$ cat src/rtl/cpu_seq_pkg.sv
// cpu_seq_pkg
//   Shared definitions for the CPU instruction sequencer:
//   opcode encodings, CPU control encodings (opsel/outsel), the
//   sequencer FSM state type and the decoded instruction record.
//   The HALT state exists only when SEQ_OVF_TRAP_EN is defined.
package cpu_seq_pkg;

    localparam logic [2:0] OP_NOP   = 3'b000;
    localparam logic [2:0] OP_STORE = 3'b001;
    localparam logic [2:0] OP_ADD   = 3'b010;
    localparam logic [2:0] OP_SUB   = 3'b011;
    localparam logic [2:0] OP_READ  = 3'b100;

    // opsel: ALU operation select. STORE and READ also use the 01 encoding.
    localparam logic [1:0] OPSEL_ADD = 2'b00;
    localparam logic [1:0] OPSEL_SUB = 2'b01;

    // outsel: 00 routes the direct path, 01 routes the ALU result.
    localparam logic [1:0] OUTSEL_DIRECT = 2'b00;
    localparam logic [1:0] OUTSEL_ALU    = 2'b01;

    typedef enum logic [2:0] {
        ST_IDLE,
        ST_ISSUE,
        ST_EXEC,
        ST_CAPTURE
`ifdef SEQ_OVF_TRAP_EN
        , ST_HALT
`endif
    } state_t;

    // Instruction as held by the sequencer; the three ignored bits of the
    // raw 48-bit word are dropped before buffering.
    typedef struct packed {
        logic [2:0]  opcode;
        logic [4:0]  addra;
        logic [4:0]  addrb;
        logic [31:0] imm;
    } instr_t;

    localparam int unsigned INSTR_W = $bits(instr_t);

    function automatic logic is_illegal(input logic [2:0] op);
        return op[2] & (|op[1:0]);
    endfunction

endpackage

$ cat src/rtl/seq_fifo.sv
// seq_fifo
//   Synchronous FIFO, power-of-two DEPTH, first-word-fall-through read
//   (dout always shows the head entry while not empty).
//   Ports:
//     clk, rst_n     clock, asynchronous active-low reset (empties FIFO)
//     push, din      write request / data (ignored when full unless popping)
//     pop, dout      read request / head data (ignored when empty)
//     full, empty    status
module seq_fifo #(
    parameter int unsigned DEPTH = 4,
    parameter int unsigned WIDTH = 8
) (
    input  logic             clk,
    input  logic             rst_n,
    input  logic             push,
    input  logic [WIDTH-1:0] din,
    input  logic             pop,
    output logic [WIDTH-1:0] dout,
    output logic             full,
    output logic             empty
);

    localparam int unsigned AW = (DEPTH > 1) ? $clog2(DEPTH) : 1;
    localparam logic [AW:0] FULL_CNT = (AW + 1)'(DEPTH);

    logic [WIDTH-1:0] mem [DEPTH];
    logic [AW-1:0]    wr_ptr;
    logic [AW-1:0]    rd_ptr;
    logic [AW:0]      count;
    logic             do_push;
    logic             do_pop;

    assign full    = (count == FULL_CNT);
    assign empty   = (count == '0);
    assign do_pop  = pop && !empty;
    // A full FIFO still takes a write when the head leaves in the same cycle.
    assign do_push = push && (!full || do_pop);
    assign dout    = mem[rd_ptr];

    always_ff @(posedge clk) begin
        if (do_push) begin
            mem[wr_ptr] <= din;
        end
    end

    always_ff @(posedge clk or negedge rst_n) begin
        if (!rst_n) begin
            wr_ptr <= '0;
            rd_ptr <= '0;
            count  <= '0;
        end else begin
            if (do_push) begin
                wr_ptr <= wr_ptr + AW'(1);
            end
            if (do_pop) begin
                rd_ptr <= rd_ptr + AW'(1);
            end
            case ({do_push, do_pop})
                2'b10:   count <= count + (AW + 1)'(1);
                2'b01:   count <= count - (AW + 1)'(1);
                default: count <= count;
            endcase
        end
    end

endmodule

$ cat src/rtl/cpu_sequencer.sv
// cpu_sequencer
//   Buffers 48-bit instructions and sequences them onto a simple CPU
//   datapath, capturing the CPU result for ADD/SUB/READ.
//   Optional feature: define SEQ_OVF_TRAP_EN to halt after an overflowing
//   result until halt_clr.
//   Ports:
//     clk, rst_n                      clock, asynchronous active-low reset
//     in_valid, in_ready, in_instr    instruction push handshake
//       in_instr: [47:45] opcode, [44:40] addrA, [39:35] addrB, [31:0] imm
//     addressA, addressB, dataIn,
//     asel, bsel, opsel, outsel, oen  CPU control outputs
//     outPut, over                    CPU result and overflow
//     res_data, res_valid, res_ovf    captured result (res_valid 1-cycle pulse)
//     ovf_sticky, halt_clr            sticky overflow flag and its clear
//     illegal                         1-cycle pulse on an illegal opcode
//     busy                            sequencer active or FIFO non-empty
module cpu_sequencer
    import cpu_seq_pkg::*;
#(
    parameter int unsigned FIFO_DEPTH = 4
) (
    input  logic        clk,
    input  logic        rst_n,
    input  logic        in_valid,
    output logic        in_ready,
    input  logic [47:0] in_instr,
    output logic [4:0]  addressA,
    output logic [4:0]  addressB,
    output logic [31:0] dataIn,
    output logic        asel,
    output logic        bsel,
    output logic [1:0]  opsel,
    output logic [1:0]  outsel,
    output logic        oen,
    input  logic [31:0] outPut,
    input  logic        over,
    output logic [31:0] res_data,
    output logic        res_valid,
    output logic        res_ovf,
    output logic        ovf_sticky,
    output logic        illegal,
    output logic        busy,
    input  logic        halt_clr
);

    state_t state;
    state_t state_nx;
    instr_t in_dec;
    instr_t fifo_head;
    instr_t hold;
    logic   fifo_full;
    logic   fifo_empty;
    logic   push;
    logic   pop;
    logic   active;
    logic   cap_ovf;
    logic   unused_bits;

    assign in_dec      = '{opcode: in_instr[47:45], addra: in_instr[44:40],
                           addrb: in_instr[39:35], imm: in_instr[31:0]};
    assign unused_bits = ^in_instr[34:32];

    assign in_ready = !fifo_full;
    assign push     = in_valid && in_ready;
    assign pop      = (state == ST_IDLE) && !fifo_empty;
    assign busy     = (state != ST_IDLE) || !fifo_empty;
    assign active   = (state == ST_ISSUE) || (state == ST_EXEC) || (state == ST_CAPTURE);
    // READ never reports overflow.
    assign cap_ovf  = over && (hold.opcode != OP_READ);
    assign illegal  = (state == ST_ISSUE) && is_illegal(hold.opcode);

    seq_fifo #(
        .DEPTH (FIFO_DEPTH),
        .WIDTH (INSTR_W)
    ) u_fifo (
        .clk   (clk),
        .rst_n (rst_n),
        .push  (push),
        .din   (in_dec),
        .pop   (pop),
        .dout  (fifo_head),
        .full  (fifo_full),
        .empty (fifo_empty)
    );

    always_ff @(posedge clk or negedge rst_n) begin
        if (!rst_n) begin
            state      <= ST_IDLE;
            hold       <= '0;
            res_data   <= '0;
            res_valid  <= 1'b0;
            res_ovf    <= 1'b0;
            ovf_sticky <= 1'b0;
        end else begin
            state     <= state_nx;
            res_valid <= 1'b0;
            if (pop) begin
                hold <= fifo_head;
            end
            if (state == ST_CAPTURE) begin
                res_data  <= outPut;
                res_ovf   <= cap_ovf;
                res_valid <= 1'b1;
            end
            // A capture with overflow wins over a simultaneous clear.
            if (state == ST_CAPTURE && cap_ovf) begin
                ovf_sticky <= 1'b1;
            end else if (halt_clr) begin
                ovf_sticky <= 1'b0;
            end
        end
    end

    always_comb begin
        state_nx = state;
        case (state)
            ST_IDLE: begin
                if (!fifo_empty) begin
                    state_nx = ST_ISSUE;
                end
            end
            ST_ISSUE: begin
                case (hold.opcode)
                    OP_ADD, OP_SUB: state_nx = ST_EXEC;
                    OP_READ:        state_nx = ST_CAPTURE;
                    default:        state_nx = ST_IDLE;
                endcase
            end
            ST_EXEC: state_nx = ST_CAPTURE;
            ST_CAPTURE: begin
`ifdef SEQ_OVF_TRAP_EN
                state_nx = cap_ovf ? ST_HALT : ST_IDLE;
`else
                state_nx = ST_IDLE;
`endif
            end
`ifdef SEQ_OVF_TRAP_EN
            ST_HALT: begin
                if (halt_clr) begin
                    state_nx = ST_IDLE;
                end
            end
`endif
            default: state_nx = ST_IDLE;
        endcase
    end

    always_comb begin
        addressA = '0;
        addressB = '0;
        dataIn   = '0;
        asel     = 1'b1;
        bsel     = 1'b1;
        opsel    = OPSEL_ADD;
        outsel   = OUTSEL_DIRECT;
        oen      = 1'b0;
        if (active) begin
            case (hold.opcode)
                OP_STORE: begin
                    oen      = 1'b1;
                    asel     = 1'b0;
                    bsel     = 1'b0;
                    opsel    = OPSEL_SUB;
                    outsel   = OUTSEL_DIRECT;
                    dataIn   = hold.imm;
                    addressA = hold.addra;
                    addressB = hold.addrb;
                end
                OP_ADD, OP_SUB: begin
                    oen      = 1'b1;
                    opsel    = (hold.opcode == OP_SUB) ? OPSEL_SUB : OPSEL_ADD;
                    outsel   = OUTSEL_ALU;
                    addressA = hold.addra;
                    addressB = hold.addrb;
                end
                OP_READ: begin
                    oen      = 1'b1;
                    bsel     = 1'b0;
                    opsel    = OPSEL_SUB;
                    addressA = hold.addra;
                    addressB = hold.addra;
                end
                default: ;
            endcase
        end
    end

endmodule

$ cat config.mk
export PLATFORM = sky130hd
export DESIGN_NAME = cpu_sequencer
export DESIGN_NICKNAME = d
export VERILOG_FILES = /design/src/rtl/cpu_seq_pkg.sv /design/src/rtl/seq_fifo.sv /design/src/rtl/cpu_sequencer.sv
export SDC_FILE = /design/constraint.sdc
export NUM_CORES = 1
export LEC_CHECK = 0
export BUFFER_PORTS_ARGS = -buffer_cell sky130_fd_sc_hd__clkbuf_2
export CAP_MARGIN = 10
export CORE_ASPECT_RATIO = 0.7
export CORE_UTILIZATION = 40
export DETAILED_ROUTE_END_ITERATION = 8
export PLACE_DENSITY = 0.59
export RECOVER_POWER = 25
export SLEW_MARGIN = 30
export SYNTH_ARGS = -nofsm -noshare
export SYNTH_HDL_FRONTEND = slang
export SYNTH_SLANG_ARGS = --single-unit
$ cat constraint.sdc
create_clock -name clk -period 7 [get_ports clk]
set_clock_uncertainty 0.1 [all_clocks]
set_input_delay 0.35 -clock clk [delete_from_list [all_inputs] [get_ports clk]]
set_output_delay 0.35 -clock clk [all_outputs]
set_load 0.02 [all_outputs]
==> results.json, run 1 <==
{
  "postCtsHoldBufs": 81,
  "die_w_um": 196,
  "core_um2": 25700,
  "timing.final.crit_share_pct": 44.9,
  "crit_type": "register to output pin",
  "min-delay-start": "in_valid",
  "synthesis.instances": 529,
  "antenna_found_initial": 1,
  "maxSlewViolCount": 0,
  "holdPathStages": 3,
  "drive_above_1_share_pct": 38.6,
  "arrival_ns": 2.69,
  "clock-sinks": 269,
  "seq_area_um2": 7640,
  "fillerInstances": 2094,
  "synth_cell_types": 34,
  "final_cell_mix": "edfxtp_1 (180), clkbuf_2 (128), dfrtp_1 (87)",
  "crit_slowest_cell": "nor3_4",
  "holdWs_ns": 0.169,
  "final_util_pct": 51.6,
  "dp_hpwl_um": 12800,
  "wirelength_um": 22300,
  "setup_viol": 0,
  "path_delay_family": "simple AND/OR/NAND/NOR gates",
  "die_area_um2": 26900,
  "multiInputGateArea_um2": 2660,
  "seq_area_frac_synth_pct": 72.7,
  "cts-root-buf": "clkbuf_16",
  "drv_cap": 0,
  "r2r_start": "u_fifo.count[0]$_DFFE_PN0P_",
  "reg2reg_depth": 9,
  "syn_area_um2": 10500,
  "post_cts_buffers": 0,
  "worst_pin_slew_ns": 0.961,
  "synth.ff_latch_count": 269,
  "grt_pass1_vias": 6169,
  "ys_async_sr_fraction_pct": 33.1,
  "synth.avg_cell_area_um2": 19.8,
  "setup_tns_ns": 0,
  "grt_util_all_layers_pct": 16.8,
  "mostFrequentLayoutCell": "edfxtp_1",
  "die_y_um": 138,
  "grt_max_degree": 77,
  "status": "finished, final reports clean",
  "fin_crit_ns": 3.14,
  "io_pins": 172,
  "worst-r2r-setup-slack_ns": 4.22,
  "critPathRequiredTime_ns": 6.55,
  "synth_ff_type": "edfxtp_1",
  "relSlewSlack_pct": 35.9,
  "grt.overflow.total": 0,
  "numCtsBuffers": 26,
  "worstHoldEndpoint": "u_fifo.wr_ptr[0]$_DFFE_PN0P_",
  "rsz0062_at_grt": "false",
  "peakVddDrop_uv": 211,
  "wl_per_cell_um": 19.5,
  "dr.pass1.iters": 4,
  "finalHoldViolations": 0,
  "grt_pass1_wl_um": 34400,
  "ant_nets": 0,
  "cts.path.max_buffers": 3,
  "fmax_mhz": 318,
  "num_vias": 5667,
  "min_path_type": "input pin to register",
  "clk_latency_ns": 0.52,
  "gp_congestion": 0.737,
  "fin_ws_ns": 3.86,
  "slowest_delay_ns": 0.61,
  "fp-row-count": 49,
  "cts_tree": "built",
  "ctsResizeCount": 0,
  "drt-initial-drc-count": 217,
  "end_kind": "output pin",
  "port_buffers": 166,
  "clk_pin_slew_ns": 0.06,
  "initial_utilization_pct": 40.8,
  "power_density_nw_per_um2": 440,
  "synth_edf_count": 180,
  "post_drt_via_cell_ratio": 4.97,
  "place_ws_ns": 4.19,
  "r2r_end": "u_fifo.count[2]$_DFFE_PN0P_",
  "h-tree-depth": 1,
  "start_kind": "register",
  "yosysWarnings": 0,
  "drc": 0,
  "total_power_w": 0.00585,
  "cp_num_buf_inv": 2,
  "crit_chain": "nor2_1 > nor3_4 > buf_4 > and2_1 > clkbuf_2",
  "p_leak_nw": 5.08,
  "area_growth_pct": 26.5,
  "final_nets": 879,
  "worstPathMaxFanout": 21
}
cell type report:
cell class                 instances  share of cell area (%)
sequential                       269                    57.5
multi-input combinational        225                    20.0
timing repair buffer             257                    12.7
clock buffer                      40                    5.95
tap                              331                    3.12
clock inverter                     8                   0.471
inverter                           9                   0.254
antenna                            1                  0.0188
cell families after synthesis:
| kind of cell | share of synthesized area (%) |
|---|---|
| flip-flops | 72.7 |
| adder cells (fa/ha/maj) | 0.787 |
| AND/OR/NAND/NOR | 4.41 |
| AO/OA/AOI/OAI | 0.691 |
| buffers and inverters | 2.20 |
| other | 0.0357 |
| XOR/XNOR | 0.501 |
| multiplexers | 18.7 |
worst register-to-register path: cells and delay by family, from the launching register on:
kind | cells | cell delay [ns]
xor gates and xnor gates | 2 | 0.36
buffers and inverters | 2 | 0.75
DFF | 1 | 0.45
and+or+nand+nor | 3 | 0.35
adders and majority gates | 2 | 0.69
Yosys cell counts (all sizes together), types with 5 or more instances:
| master | instances | area, µm² |
|---|---|---|
| edfxtp | 180 | 5410 |
| clkbuf | 10 | 37.5 |
| dfrtp | 89 | 2230 |
| buf | 17 | 160 |
| inv | 9 | 33.8 |
| nand3b | 6 | 45.0 |
| and2 | 39 | 244 |
| ha | 5 | 62.6 |
| nand3 | 6 | 30.0 |
| mux2 | 79 | 946 |
| mux4 | 45 | 1010 |
| a21oi | 8 | 43.8 |
| nor2 | 6 | 22.5 |
metrics by stage:
step	area, µm²	cells
floorplan	10500	530
global placement	11600	1009
detailed placement	11700	1010
CTS	13300	1139
global route	13300	1140
finish	13300	1140
where the power goes:
part / switching, W / leakage, nW / internal (W) / total [W]
combinational: 0.000989 / 1.96 / 0.000960 / 0.00195
sequential: 0.000305 / 2.70 / 0.00221 / 0.00252
clock: 0.000568 / 0.423 / 0.000814 / 0.00138
registers in the layout, indices dropped and copies added, names as in the netlist:
signal	count
hold	45
ovf_sticky	1
res_data	32
res_ovf	1
res_valid	1
state	2
u_fifo.count	3
u_fifo.mem	180
u_fifo.rd_ptr	2
u_fifo.wr_ptr	2
worst max-delay path by stage:
stage,from,end,slack [ns],cells after the start
global route,state[1]$_DFFE_PN0P_,dataIn[23],3.68,5
finish,state[1]$_DFFE_PN0P_,dataIn[23],3.86,5
global placement,state[0]$_DFFE_PN0P_,u_fifo.count[2]$_DFFE_PN0P_,4.31,8
detailed placement,state[0]$_DFFE_PN0P_,u_fifo.count[2]$_DFFE_PN0P_,4.19,8
CTS,state[1]$_DFFE_PN0P_,dataIn[23],3.80,5
floorplan,u_fifo.count[2]$_DFFE_PN0P_,u_fifo.mem[0][0]$_DFFE_PP_,4.65,2
per-layer routing:
| layer | up-vias | GRT usage (%) | routed length [µm] |
|---|---|---|---|
| met5 | - | 0 | 0 |
| met4 | 0 | 3.67 | 316 |
| met3 | 30 | 3.16 | 877 |
| met2 | 125 | 29.2 | 11400 |
| met1 | 2969 | 22.0 | 9660 |
| li1 | 2543 | - | - |
No activity file was read; power rests on OpenSTA's default activity.
==> run 2: changes to the inputs <==
--- a/config.mk
+++ b/config.mk
@@ -5,12 +5,13 @@
 export SDC_FILE = /design/constraint.sdc
 export NUM_CORES = 1
 export LEC_CHECK = 0
+export ABC_AREA = 1
 export BUFFER_PORTS_ARGS = -buffer_cell sky130_fd_sc_hd__clkbuf_2
 export CAP_MARGIN = 10
 export CORE_ASPECT_RATIO = 0.7
 export CORE_UTILIZATION = 40
 export DETAILED_ROUTE_END_ITERATION = 8
-export PLACE_DENSITY = 0.59
+export PLACE_DENSITY = 0.61
 export RECOVER_POWER = 25
 export SLEW_MARGIN = 30
 export SYNTH_ARGS = -nofsm -noshare
==> constraint.sdc (replaced) <==
create_clock -name clk -period 2.8 [get_ports clk]
set_clock_uncertainty 0.1 [all_clocks]
set_input_delay 0.14 -clock clk [delete_from_list [all_inputs] [get_ports clk]]
set_output_delay 0.14 -clock clk [all_outputs]
set_load 0.02 [all_outputs]
==> results.json, run 2 <==
{
  "crit_type": "register to register",
  "synth-simple-area-share_pct": 21.7,
  "setup_viol": 0,
  "post_drt_via_cell_ratio": 4.42,
  "cts_tree": "built",
  "dr.pass1.iters": 5,
  "die_w_um": 205,
  "gp_congestion": 0.732,
  "regMostFlops": "u_fifo.mem",
  "mostFrequentLayoutCell": "nand2_1",
  "fin_crit_ns": 2.53,
  "synthesis.instances": 1206,
  "synth_mux_area_share_pct": 0,
  "clk_pin_slew_ns": 0.06,
  "drv_cap": 0,
  "yosysMostFrequentCell": "nand2_1",
  "synth_cell_types": 28,
  "synth_area_leaders": "edfxtp_1 (47%), dfrtp_1 (19%), nand2_1 (15%), inv_1 (7.7%), nand3_1 (4.4%)",
  "total_power_w": 0.0153,
  "grt_pass1_wl_um": 40800,
  "rsz0062_at_grt": "false",
  "peakVddDrop_uv": 517,
  "ys_async_sr_fraction_pct": 33.1,
  "numCtsBuffers": 27,
  "synth_fa_ha_area_share_pct": 0.717,
  "power_density_nw_per_um2": 1060,
  "h-tree-depth": 1,
  "final_nets": 1545,
  "setup_tns_ns": 0,
  "finalHoldViolations": 0,
  "die_y_um": 144,
  "core_um2": 28100,
  "yosysTopAreaCell": "edfxtp_1",
  "min_path_type": "input pin to asynchronous set/reset pin",
  "synthTopCellsByCount": "nand2_1 (473), inv_1 (235), edfxtp_1 (180), nand3_1 (101), dfrtp_1 (89)",
  "cts.path.max_buffers": 3,
  "io_pins": 172,
  "worst_pin_slew_ns": 0.941,
  "critPathRequiredTime_ns": 3.12,
  "synth_top_area_share_pct": 46.9,
  "num_vias": 8170,
  "seq_area_frac_synth_pct": 66.3,
  "yosysWarnings": 0,
  "largest_reg_flops": 180,
  "port_buffers": 166,
  "drt-initial-drc-count": 517,
  "drive_above_1_share_pct": 13.6,
  "timing.final.crit_share_pct": 90.2,
  "grt_pass1_vias": 7732,
  "grt.overflow.total": 0,
  "arrival_ns": 2.85,
  "p_leak_nw": 7.10,
  "synth_ff_type": "edfxtp_1",
  "end_kind": "register",
  "worstPathMaxFanout": 34,
  "final_cell_mix": "nand2_1 (473), inv_1 (235), edfxtp_1 (180)",
  "synth_edf_count": 180,
  "initial_utilization_pct": 41.0,
  "antenna_found_initial": 2,
  "ant_nets": 0,
  "die_area_um2": 29500,
  "grt_max_degree": 51,
  "reg2reg_depth": 5,
  "clk_latency_ns": 0.55,
  "synth_compound_area_share_pct": 0.554,
  "dp_hpwl_um": 14700,
  "cts-root-buf": "clkbuf_16",
  "top_regs": "u_fifo.mem: 180 flops, hold: 45 flops, res_data: 32 flops",
  "maxSlewViolCount": 0,
  "synth.ff_latch_count": 269,
  "grt_util_all_layers_pct": 17.9,
  "fp-row-count": 51,
  "synth_top_family_by_area": "simple AND/OR/NAND/NOR gates",
  "ctsResizeCount": 0,
  "syn_area_um2": 11500,
  "clock-sinks": 269,
  "drc": 0,
  "synth_xor_area_share_pct": 0.380,
  "relSlewSlack_pct": 36.9,
  "start_kind": "register",
  "fmax_mhz": 396,
  "wirelength_um": 25700,
  "status": "finished, final reports clean",
  "wl_per_cell_um": 13.9,
  "final_util_pct": 51.5,
  "synth.avg_cell_area_um2": 9.55,
  "area_growth_pct": 25.5
}
## run 2: cell count changes in the layout (fill, tap and decap cells not counted), sizes merged, moves of 9 or more
cell / previous run / this run
mux2: 79 / 0
nor2: 6 / 47
and2: 39 / 1
nand2: 2 / 475
inv: 9 / 239
mux4: 45 / 0
nand3: 6 / 102
buf: 10 / 19
## run 2: logic make-up (layout without fill, tap and decap cells)
family	after synthesis	in the layout
buffers and inverters	288	556
other	1	4
flip-flops	269	269
AO/OA/AOI/OAI	12	12
XOR/XNOR	5	5
adder cells (fa/ha/maj)	6	6
AND/OR/NAND/NOR	625	625
## run 2: final timing paths
path,to,slack (ns),start
hold reg to reg,hold[0]$_DFFE_PN0P_,0.38,hold[0]$_DFFE_PN0P_
hold / removal,res_data[20]$_DFFE_PN0P_,0.1,rst_n
setup reg to reg,ovf_sticky$_DFFE_PN0P_,0.27,state[0]$_DFFE_PN0P_
max in group asynchronous,hold[36]$_DFFE_PN0P_,1.82,rst_n
min in group clk,res_data[10]$_DFFE_PN0P_,0.23,outPut[10]
setup / recovery,ovf_sticky$_DFFE_PN0P_,0.27,state[0]$_DFFE_PN0P_
## run 2: timing repair
action                    4_1_cts  5_1_grt
hold buffers                   82        0
buffers inserted                0        0
hold endpoints to repair      263        0
## run 2: per-layer routing
metal	wire length [µm]	part of all wire, %	GRT usage, %
met1	11800	46	24.2
met4	502	2.0	4.05
met3	1180	4.6	3.58
met5	0	0	0
met2	12200	47	29.5
## run 2: cell type report
type	instances	area, µm²
Fill cell	2605	13600
Sequential cell	269	7640
Multi-Input combinational cell	650	2730
Timing Repair Buffer	266	1790
Inverter	240	905
Clock buffer	44	861
Tap cell	371	464
Clock inverter	6	58.8
Antenna cell	2	5.00
## run 2: power by group
group | leakage, nW | internal, W | switching (W)
Clock | 0.450 | 0.00218 | 0.00149
Sequential | 2.74 | 0.00549 | 0.000555
Combinational | 3.91 | 0.00175 | 0.00387
## run 2: stage by stage
step	instance area (µm²)	instances	hold slack (ns)	setup slack [ns]
floorplan	11500	1207	-0.256	-0.484
global placement	12800	1714	0.132	0.744
detailed placement	12800	1714	0.130	0.739
CTS	14500	1846	0.105	0.275
global route	14500	1848	0.137	0.104
finish	14500	1848	0.0984	0.273
## run 2: worst max-delay path: stages, from the launching register on
cell and delay (ns):
dfrtp_1 0.45, nand2_2 0.09, clkinv_1 0.73, nand3_1 0.37
o21ai_0 0.11, dlygate4sd3_1 0.56
